==> config.mk <==
export PLATFORM = sky130hd
export DESIGN_NAME = mem_access
export DESIGN_NICKNAME = d
export VERILOG_FILES = /design/src/rtl/mem_access.sv
export SDC_FILE = /design/constraint.sdc
export NUM_CORES = 1
export LEC_CHECK = 0
export BUFFER_PORTS_ARGS = -buffer_cell sky130_fd_sc_hd__buf_4
export CORE_UTILIZATION = 44
export DETAILED_ROUTE_END_ITERATION = 6
export PLACE_DENSITY = 0.79
export REMOVE_ABC_BUFFERS = 1
export SLEW_MARGIN = 20
export SYNTH_ARGS = -nofsm -noshare
export SYNTH_HDL_FRONTEND = slang
export SYNTH_SLANG_ARGS = --single-unit
==> constraint.sdc <==
create_clock -name i_clk -period 1.9 [get_ports i_clk]
set_input_delay 0.095 -clock i_clk [delete_from_list [all_inputs] [get_ports i_clk]]
set_output_delay 0.095 -clock i_clk [all_outputs]
set_load 0.02 [all_outputs]
==> src/rtl/mem_access.sv <==
// rv32i memory-access stage: issues loads/stores on a pipelined Wishbone master port,
// stalls upstream while a bus cycle is open, and registers the write-back bundle.
module mem_access #(
  parameter int unsigned ADDR_WIDTH = 32
) (
  input  logic                  i_clk,
  input  logic                  i_rst,
  input  logic                  i_ce,
  input  logic [4:0]            i_rd_addr,
  input  logic                  i_wr_en,
  input  logic [31:0]           i_rd,
  input  logic [31:0]           i_rs2,
  input  logic [2:0]            i_funct3,
  input  logic                  i_opcode_load,
  input  logic                  i_opcode_store,
  output logic                  o_stall,
  output logic                  o_ce,
  output logic [4:0]            o_rd_addr,
  output logic                  o_wr_en,
  output logic [31:0]           o_rd,
  output logic [31:0]           o_mem_loaded,
  output logic                  o_opcode_load,
  output logic                  o_misaligned,
  output logic                  o_bus_err,
  output logic                  o_wb_cyc,
  output logic                  o_wb_stb,
  output logic                  o_wb_we,
  output logic [ADDR_WIDTH-1:0] o_wb_addr,
  output logic [31:0]           o_wb_data,
  output logic [3:0]            o_wb_sel,
  input  logic                  i_wb_stall,
  input  logic                  i_wb_ack,
  input  logic                  i_wb_err,
  input  logic [31:0]           i_wb_data
);

  localparam logic [1:0] S_IDLE = 2'd0;
  localparam logic [1:0] S_REQ  = 2'd1;
  localparam logic [1:0] S_WAIT = 2'd2;

  localparam logic [1:0] SZ_B = 2'b00;
  localparam logic [1:0] SZ_H = 2'b01;

  logic [1:0]            state_q, state_d;
  logic                  ce_q, ce_d;
  logic [4:0]            rd_addr_q, rd_addr_d;
  logic                  wr_en_q, wr_en_d;
  logic [31:0]           rd_q, rd_d;
  logic [31:0]           mem_loaded_q, mem_loaded_d;
  logic                  opcode_load_q, opcode_load_d;
  logic                  misaligned_q, misaligned_d;
  logic                  bus_err_q, bus_err_d;
  logic                  wb_cyc_q, wb_cyc_d;
  logic                  wb_stb_q, wb_stb_d;
  logic                  wb_we_q, wb_we_d;
  logic [ADDR_WIDTH-1:0] wb_addr_q, wb_addr_d;
  logic [31:0]           wb_data_q, wb_data_d;
  logic [3:0]            wb_sel_q, wb_sel_d;

  // Instruction context held across the bus transaction
  logic [4:0]            lat_rd_addr_q, lat_rd_addr_d;
  logic                  lat_wr_en_q, lat_wr_en_d;
  logic [31:0]           lat_rd_q, lat_rd_d;
  logic [2:0]            lat_funct3_q, lat_funct3_d;
  logic [1:0]            lat_off_q, lat_off_d;
  logic                  lat_load_q, lat_load_d;

  logic                  is_mem;
  logic                  is_store;
  logic                  addr_misaligned;
  logic [3:0]            st_sel;
  logic [31:0]           st_data;
  logic [7:0]            ld_byte;
  logic [15:0]           ld_half;
  logic [31:0]           load_ext;

  // Decode of the incoming instruction: access class, alignment, store lanes
  always_comb begin
    is_mem          = i_opcode_load | i_opcode_store;
    is_store        = i_opcode_store & ~i_opcode_load;
    addr_misaligned = 1'b0;
    st_sel          = 4'b1111;
    st_data         = i_rs2;
    case (i_funct3[1:0])
      SZ_B: begin
        st_sel  = 4'b0001 << i_rd[1:0];
        st_data = {4{i_rs2[7:0]}};
      end
      SZ_H: begin
        addr_misaligned = i_rd[0];
        st_sel          = 4'b0011 << {i_rd[1], 1'b0};
        st_data         = {2{i_rs2[15:0]}};
      end
      default: begin
        addr_misaligned = |i_rd[1:0];
      end
    endcase
  end

  // Lane selection and extension of returned load data
  always_comb begin
    case (lat_off_q)
      2'd0:    ld_byte = i_wb_data[7:0];
      2'd1:    ld_byte = i_wb_data[15:8];
      2'd2:    ld_byte = i_wb_data[23:16];
      default: ld_byte = i_wb_data[31:24];
    endcase
    ld_half = lat_off_q[1] ? i_wb_data[31:16] : i_wb_data[15:0];
    case (lat_funct3_q[1:0])
      SZ_B:    load_ext = lat_funct3_q[2] ? {24'd0, ld_byte} : {{24{ld_byte[7]}}, ld_byte};
      SZ_H:    load_ext = lat_funct3_q[2] ? {16'd0, ld_half} : {{16{ld_half[15]}}, ld_half};
      default: load_ext = i_wb_data;
    endcase
  end

  // Next-state and registered-output logic
  always_comb begin
    state_d       = state_q;
    ce_d          = 1'b0;
    misaligned_d  = 1'b0;
    bus_err_d     = 1'b0;
    rd_addr_d     = rd_addr_q;
    wr_en_d       = wr_en_q;
    rd_d          = rd_q;
    mem_loaded_d  = mem_loaded_q;
    opcode_load_d = opcode_load_q;
    wb_cyc_d      = wb_cyc_q;
    wb_stb_d      = wb_stb_q;
    wb_we_d       = wb_we_q;
    wb_addr_d     = wb_addr_q;
    wb_data_d     = wb_data_q;
    wb_sel_d      = wb_sel_q;
    lat_rd_addr_d = lat_rd_addr_q;
    lat_wr_en_d   = lat_wr_en_q;
    lat_rd_d      = lat_rd_q;
    lat_funct3_d  = lat_funct3_q;
    lat_off_d     = lat_off_q;
    lat_load_d    = lat_load_q;

    case (state_q)
      S_IDLE: begin
        if (i_ce) begin
          if (!is_mem) begin
            ce_d          = 1'b1;
            rd_addr_d     = i_rd_addr;
            wr_en_d       = i_wr_en;
            rd_d          = i_rd;
            mem_loaded_d  = 32'd0;
            opcode_load_d = 1'b0;
          end else if (addr_misaligned) begin
            ce_d          = 1'b1;
            misaligned_d  = 1'b1;
            rd_addr_d     = i_rd_addr;
            wr_en_d       = 1'b0;
            rd_d          = i_rd;
            mem_loaded_d  = 32'd0;
            opcode_load_d = 1'b0;
          end else begin
            lat_rd_addr_d = i_rd_addr;
            lat_wr_en_d   = i_wr_en;
            lat_rd_d      = i_rd;
            lat_funct3_d  = i_funct3;
            lat_off_d     = i_rd[1:0];
            lat_load_d    = ~is_store;
            wb_cyc_d      = 1'b1;
            wb_stb_d      = 1'b1;
            wb_we_d       = is_store;
            wb_addr_d     = ADDR_WIDTH'({i_rd[ADDR_WIDTH-1:2], 2'b00});
            wb_sel_d      = is_store ? st_sel : 4'b1111;
            wb_data_d     = is_store ? st_data : 32'd0;
            state_d       = S_REQ;
          end
        end
      end

      S_REQ: begin
        if (!i_wb_stall) begin
          wb_stb_d = 1'b0;
          state_d  = S_WAIT;
        end
      end

      S_WAIT: begin
        if (i_wb_err || i_wb_ack) begin
          wb_cyc_d  = 1'b0;
          state_d   = S_IDLE;
          ce_d      = 1'b1;
          rd_addr_d = lat_rd_addr_q;
          rd_d      = lat_rd_q;
          if (i_wb_err) begin
            wr_en_d       = 1'b0;
            bus_err_d     = 1'b1;
            mem_loaded_d  = 32'd0;
            opcode_load_d = 1'b0;
          end else if (lat_load_q) begin
            wr_en_d       = lat_wr_en_q;
            mem_loaded_d  = load_ext;
            opcode_load_d = 1'b1;
          end else begin
            wr_en_d       = 1'b0;
            opcode_load_d = 1'b0;
          end
        end
      end

      default: begin
        state_d = S_IDLE;
      end
    endcase
  end

  always_ff @(posedge i_clk) begin
    if (i_rst) begin
      state_q       <= S_IDLE;
      ce_q          <= 1'b0;
      rd_addr_q     <= 5'd0;
      wr_en_q       <= 1'b0;
      rd_q          <= 32'd0;
      mem_loaded_q  <= 32'd0;
      opcode_load_q <= 1'b0;
      misaligned_q  <= 1'b0;
      bus_err_q     <= 1'b0;
      wb_cyc_q      <= 1'b0;
      wb_stb_q      <= 1'b0;
      wb_we_q       <= 1'b0;
      wb_addr_q     <= '0;
      wb_data_q     <= 32'd0;
      wb_sel_q      <= 4'd0;
      lat_rd_addr_q <= 5'd0;
      lat_wr_en_q   <= 1'b0;
      lat_rd_q      <= 32'd0;
      lat_funct3_q  <= 3'd0;
      lat_off_q     <= 2'd0;
      lat_load_q    <= 1'b0;
    end else begin
      state_q       <= state_d;
      ce_q          <= ce_d;
      rd_addr_q     <= rd_addr_d;
      wr_en_q       <= wr_en_d;
      rd_q          <= rd_d;
      mem_loaded_q  <= mem_loaded_d;
      opcode_load_q <= opcode_load_d;
      misaligned_q  <= misaligned_d;
      bus_err_q     <= bus_err_d;
      wb_cyc_q      <= wb_cyc_d;
      wb_stb_q      <= wb_stb_d;
      wb_we_q       <= wb_we_d;
      wb_addr_q     <= wb_addr_d;
      wb_data_q     <= wb_data_d;
      wb_sel_q      <= wb_sel_d;
      lat_rd_addr_q <= lat_rd_addr_d;
      lat_wr_en_q   <= lat_wr_en_d;
      lat_rd_q      <= lat_rd_d;
      lat_funct3_q  <= lat_funct3_d;
      lat_off_q     <= lat_off_d;
      lat_load_q    <= lat_load_d;
    end
  end

  assign o_stall       = (state_q != S_IDLE);
  assign o_ce          = ce_q;
  assign o_rd_addr     = rd_addr_q;
  assign o_wr_en       = wr_en_q;
  assign o_rd          = rd_q;
  assign o_mem_loaded  = mem_loaded_q;
  assign o_opcode_load = opcode_load_q;
  assign o_misaligned  = misaligned_q;
  assign o_bus_err     = bus_err_q;
  assign o_wb_cyc      = wb_cyc_q;
  assign o_wb_stb      = wb_stb_q;
  assign o_wb_we       = wb_we_q;
  assign o_wb_addr     = wb_addr_q;
  assign o_wb_data     = wb_data_q;
  assign o_wb_sel      = wb_sel_q;

endmodule

---- Word-level counts from Yosys, hierarchy flattened ----
Index checks and enable logic that the tools add are counted.
word-level totals
  logic and storage cells ................. 122
  register bits after elaboration ......... 189
  latch bits .............................. 0
  input bits .............................. 113
  bits in read-only memories .............. 0
  RAM bits ................................ 0
  memories kept ........................... 0
cells by class
  bitwise operators ....................... 10
  multipliers ............................. 0
  order comparisons ....................... 0
  reductions and logical operators ........ 17
  $add $sub $neg .......................... 0
  multiplexer cells ....................... 59
  divide/modulo/power cells ............... 0
  eq/ne operators ......................... 13
  shift operators ......................... 2
operators with widths
  kind                                                                   number
  32-bit two-way mux                                                     13
  32-bit case mux with 2 select lines                                    4
  8-bit case mux with 3 select lines                                     1
  1-bit two-way mux                                                      21
  5-bit two-way mux                                                      4
  5-bit AND reduction                                                    4
  16-bit two-way mux                                                     1
  1-bit case mux with 2 select lines                                     6
  2-bit two-way mux                                                      5
  2-bit inequality test, second input constant                           5
  5-bit case mux with 2 select lines                                     1
  2-bit by 1-bit equality test with 1-bit output, second input constant  4
  2-bit zero test                                                        4
  1-bit NOT                                                              8
  4-bit case mux with 2 select lines                                     1
  4-bit AND reduction                                                    2
  3-bit inequality test, second input constant                           2
  2-bit case mux with 3 select lines                                     1
  2-bit nonzero test                                                     3
  2-bit equality test, second input constant                             2
  4-bit two-way mux                                                      1
  4-bit OR reduction                                                     1
  1-bit by 2-bit << shifter with 4-bit output, first input constant      1
  2-bit by 2-bit << shifter with 4-bit output, first input constant      1
  other kinds (5)                                                        5

---- Longest topological paths before layout ----
  depth after elaboration ................. 8
  mapped depth ............................ 8
  mapped depth without buffers ............ 4

---- Worst setup path after synthesis ----
OpenSTA, ideal clock, no wires.
  kind .................................... flip-flop to flip-flop
  start point ............................. reg, netlist name lat_rd_q[1]
  end point ............................... reg mem_loaded_q[13], in the netlist o_mem_loaded[13]
  data required time ...................... 1.783 ns
  buffers on the path ..................... 1
  data arrival time ....................... 1.694 ns
  setup time .............................. 0.117 ns
  path slack .............................. 0.089 ns
  cell stages (with the launch flop) ...... 6
  cells stage by stage .................... dfxtp_1 -> clkbuf_1 -> mux4_2 -> a211oi_1 -> nor2_2 -> a22o_1
RTL lines
  item                    line  RTL
  end signal: assignment  241   mem_loaded_q <= mem_loaded_d;
  end: declaration        49    logic [31:0] mem_loaded_q, mem_loaded_d;

---- Worst setup path in the final report ----
  start point ............................. reg state_q[1]
  end point ............................... reg rd_q[26], in the netlist o_rd[26]
between the ends
  cells in the longest elaborated chain, start to end .. 3
  elaborated cells on any way between the ends .. 8
  classes of those cells .................. 4 x eq/ne; 1 x mux; 3 x reduce/logical
RTL lines
  item                                                            line  RTL
  start: declaration                                              44    logic [1:0] state_q, state_d;
  start signal: assignment                                        236   state_q <= state_d;
  2-bit equality test / 2-bit zero test (equally long branches)   140   case (state_q)
  2-bit inequality test (no source line) (tied with other cells)  n/a
  4-bit AND reduction (no source line)                            n/a
  end signal: assignment                                          240   rd_q <= rd_d;
  end: declaration                                                48    logic [31:0] rd_q, rd_d;
Parallel ways exist; a longest one is shown, timed or not.
A chain may end at the register's enable or synchronous reset.

==> metrics.log <==
INFO  metric timing.final.hold_violations = 0
INFO  metric per_instance_average_area_after_synthesis = 9.34 um^2
INFO  metric fin_crit_sh = 94.0%
INFO  metric tritoncts = done
INFO  metric ys.warnings.count = 0
INFO  metric dp_cells = 1129
INFO  metric routabilityCongestion = 0.853
INFO  metric yosys_most_used_dff = sky130_fd_sc_hd__dfxtp_1
INFO  metric cts.clk_slew.worst_paths = 0.06 ns
INFO  metric cts_inserted_buffers = 17
INFO  metric post_synth_inst_count = 724
INFO  metric core_area = 14800 um^2
INFO  metric finalHoldWorstSlack = 0.00360 ns
INFO  metric cp_max_fo = 39
INFO  metric reg2reg_from = state_q[1]$_SDFFE_PP0P_
INFO  metric layout-drive-gt1-share = 32.4%
INFO  metric clock-sinks = 157
INFO  metric place.port_buffers = 256
INFO  metric crit_path_start_kind = flip-flop
INFO  metric hpwl = 13.9 mm
INFO  metric antenna_left = 0
INFO  metric die_y = 126 um
INFO  metric fin_worst_skew = 0.0168 ns
INFO  metric worst_path_dominant_cell_family = simple AND/OR/NAND/NOR gates
INFO  metric vias_per_cell = 5.55
INFO  metric slew_viol_final = 0
INFO  metric powerDensity = 838 nW/um^2
INFO  metric floorplan.initialDensity = 45.8%
INFO  metric unrepaired_setup_endpoints_after_global_routing = no
INFO  metric cts-htree-levels = 4
INFO  metric post-route-min-period = 1.79 ns
INFO  metric drt-wirelength-per-cell = 17.8 um
INFO  metric setup.worst_path.start = state_q[1]$_SDFFE_PP0P_
INFO  metric post-synth-top-area-fraction = 46.5%
INFO  metric groute.usage.overall = 28.0%
INFO  metric synth-edff-count = 0
INFO  metric worstPathArrival = 2.12 ns
INFO  metric boundaryPins = 259
INFO  metric synthMostInstantiatedCell = sky130_fd_sc_hd__dfxtp_1
INFO  metric timing.final.setup_violations = 0
INFO  metric clock_tree_root = sky130_fd_sc_hd__clkbuf_16
INFO  metric synth_seq_cells = 157
INFO  metric floorplan.die_area = 15900 um^2
INFO  metric synth_top_cells_by_area = sky130_fd_sc_hd__dfxtp_1, sky130_fd_sc_hd__mux2i_1, sky130_fd_sc_hd__a21oi_1, sky130_fd_sc_hd__nand2_1, sky130_fd_sc_hd__a211oi_1
INFO  metric worst_pin_slew = 1.02 ns
INFO  metric row_count = 44
INFO  metric max-vdd-ir-drop = 0.000662 V
INFO  metric worst_slew_margin_rel = 31.6%
INFO  metric antennaDiodeCount = 0
INFO  metric criticalPathCategory = reg -> reg
INFO  metric worst-path-buf-inv = 2
INFO  metric crit_path_top_delay_cell = sky130_fd_sc_hd__dfxtp_1
INFO  metric initial_drc_count = 525
INFO  metric result_of_the_run = finished, final reports clean
INFO  metric nets = 1167
INFO  metric num-fill-cells = 1102
INFO  metric crit_path_cell_trace = buf_4 > nor2_1 > nand4_1 > and2_1 > buf_12 > a211oi_1
INFO  metric grt_pass1_wl = 35.2 mm
INFO  metric number_of_antenna_violations_at_the_first_check_in_global_routing = 0
INFO  metric route.detailed.drc = 0
INFO  metric fmax = 0.560 GHz
INFO  metric synth_cell_types = 54
INFO  metric standard_cell_area_after_detailed_placement = 8960 um^2
INFO  metric wl = 22.2 mm
INFO  metric crit_required = 2.23 ns
INFO  metric power_after_layout = 0.00881 W
INFO  metric drtPass1Iterations = 6
INFO  metric hold_start = i_rs2[31]
INFO  metric post_synth_most_frequent_cells = sky130_fd_sc_hd__dfxtp_1, sky130_fd_sc_hd__a21oi_1, sky130_fd_sc_hd__nand2_1, sky130_fd_sc_hd__mux2i_1, sky130_fd_sc_hd__a211oi_1
INFO  metric synthToLayoutAreaGrowth = 55.4%
INFO  metric syn_area = 6760 um^2
INFO  metric vias_in_the_first_global_route = 6829
INFO  metric min-delay-path-class = in -> reg
INFO  metric cts-root-to-sink-buffers = 2
INFO  metric seq_area_frac_synth = 46.5%
INFO  metric overflow = 0
INFO  metric static_power_due_to_leakage = 4.72 nW
INFO  metric critical_path.endpoint_type = flip-flop
INFO  metric post-synth-top-area-cell = sky130_fd_sc_hd__dfxtp_1
INFO  metric layout.cells.non_filler = 1251
INFO  metric finish.instance_area = 10500 um^2
INFO  metric async_flop_share = 0%
INFO  metric clock_latency_on_the_worst_skew_pair = 0.43 ns
INFO  metric crit_path_max_incr_delay = 0.34 ns
INFO  metric drv.max_cap_violation_count = 0
INFO  metric die_w = 126 um
INFO  metric via_count = 6942
INFO  metric grt_start_max_net_pins = 104
worst register-to-register path, delay by kind of cell, from the launching register on:
family                 cells  cell delay, ns
AND/OR/NAND/NOR            3            0.74
AO/OA/AOI/OAI              1            0.28
buffers and inverters      2            0.36
flip-flops                 1            0.34
layout make-up:
cell class | count | area [um^2] | area share (%)
Sequential cell | 157 | 3140 | 29.9
Multi-Input combinational cell | 491 | 3310 | 31.5
Inverter | 9 | 33.8 | 0.321
Timing Repair Buffer | 378 | 3150 | 30.0
Clock inverter | 10 | 188 | 1.79
Clock buffer | 22 | 454 | 4.32
Tap cell | 184 | 230 | 2.19
timing repair:
action,in CTS,in global routing
resized for setup,0,1
endpoints found under the setup margin,0,37
buffers inserted,0,1
hold buffers,89,0
endpoints found under the hold margin,89,0
per-stage QoR:
step           utilization [%]  TNS (ns)  setup slack (ns)
6_report                  71.3         0             0.113
5_1_grt                   71.3         0           0.00301
4_1_cts                   71.1         0         0.0000941
3_5_place_dp              60.7         0            0.0174
3_3_place_gp              60.7         0            0.0700
2_1_floorplan                -   -164.10             -2.10
flip-flops by register name (all words and copies together), names as in the netlist, 2 cells and up:
| name | count |
|---|---|
| o_rd | 32 |
| state_q | 2 |
| lat_funct3_q | 3 |
| o_mem_loaded | 32 |
| lat_rd_addr_q | 5 |
| lat_rd_q | 31 |
| o_wb_data | 32 |
| o_rd_addr | 5 |
| o_wb_sel | 4 |
layout by cell type (no fill, tap or decap), types with 19 or more instances in the layout:
cell and n:
sky130_fd_sc_hd__buf_4 281, sky130_fd_sc_hd__dfxtp_1 157, sky130_fd_sc_hd__a21oi_1 102, sky130_fd_sc_hd__o2bb2ai_1 34
sky130_fd_sc_hd__nand2_1 96, sky130_fd_sc_hd__mux2i_1 64, sky130_fd_sc_hd__a22o_1 25, sky130_fd_sc_hd__dlygate4sd3_1 89
sky130_fd_sc_hd__a211oi_1 41, sky130_fd_sc_hd__nor2_1 19
metal layers:
layer	global-route usage [%]	wire, um	vias up
met5	0	0	-
met4	13.8	880	0
met3	6.37	1440	63
met2	47.4	10900	296
met1	33.4	9000	3260
li1	-	-	3323
where the power goes:
part	switching (W)	internal [W]
logic	0.000824	0.000738
registers	0.0000911	0.00344
clock network	0.00135	0.00237
final timing paths:
path / to / slack [ns] / cells past startpoint
setup / recovery: o_rd[26]$_SDFFE_PP0P_ / 0.11 / 6
hold / removal: o_wb_data[31]$_SDFFE_PP0P_ / 0.004 / 4
setup reg to reg: o_rd[26]$_SDFFE_PP0P_ / 0.11 / 6
hold reg to reg: lat_wr_en_q$_SDFFE_PP0P_ / 0.46 / 2
kinds of logic after synthesis:
kind of cell / count (synthesis) / synth area share (%)
compound gates: 254 / 25.9
simple gates: 159 / 10.9
flops: 157 / 46.5
buf+inv: 77 / 5.01
mux: 76 / 11.6
other cells: 1 / 0.0554
No activity file was read; power rests on OpenSTA's default activity.
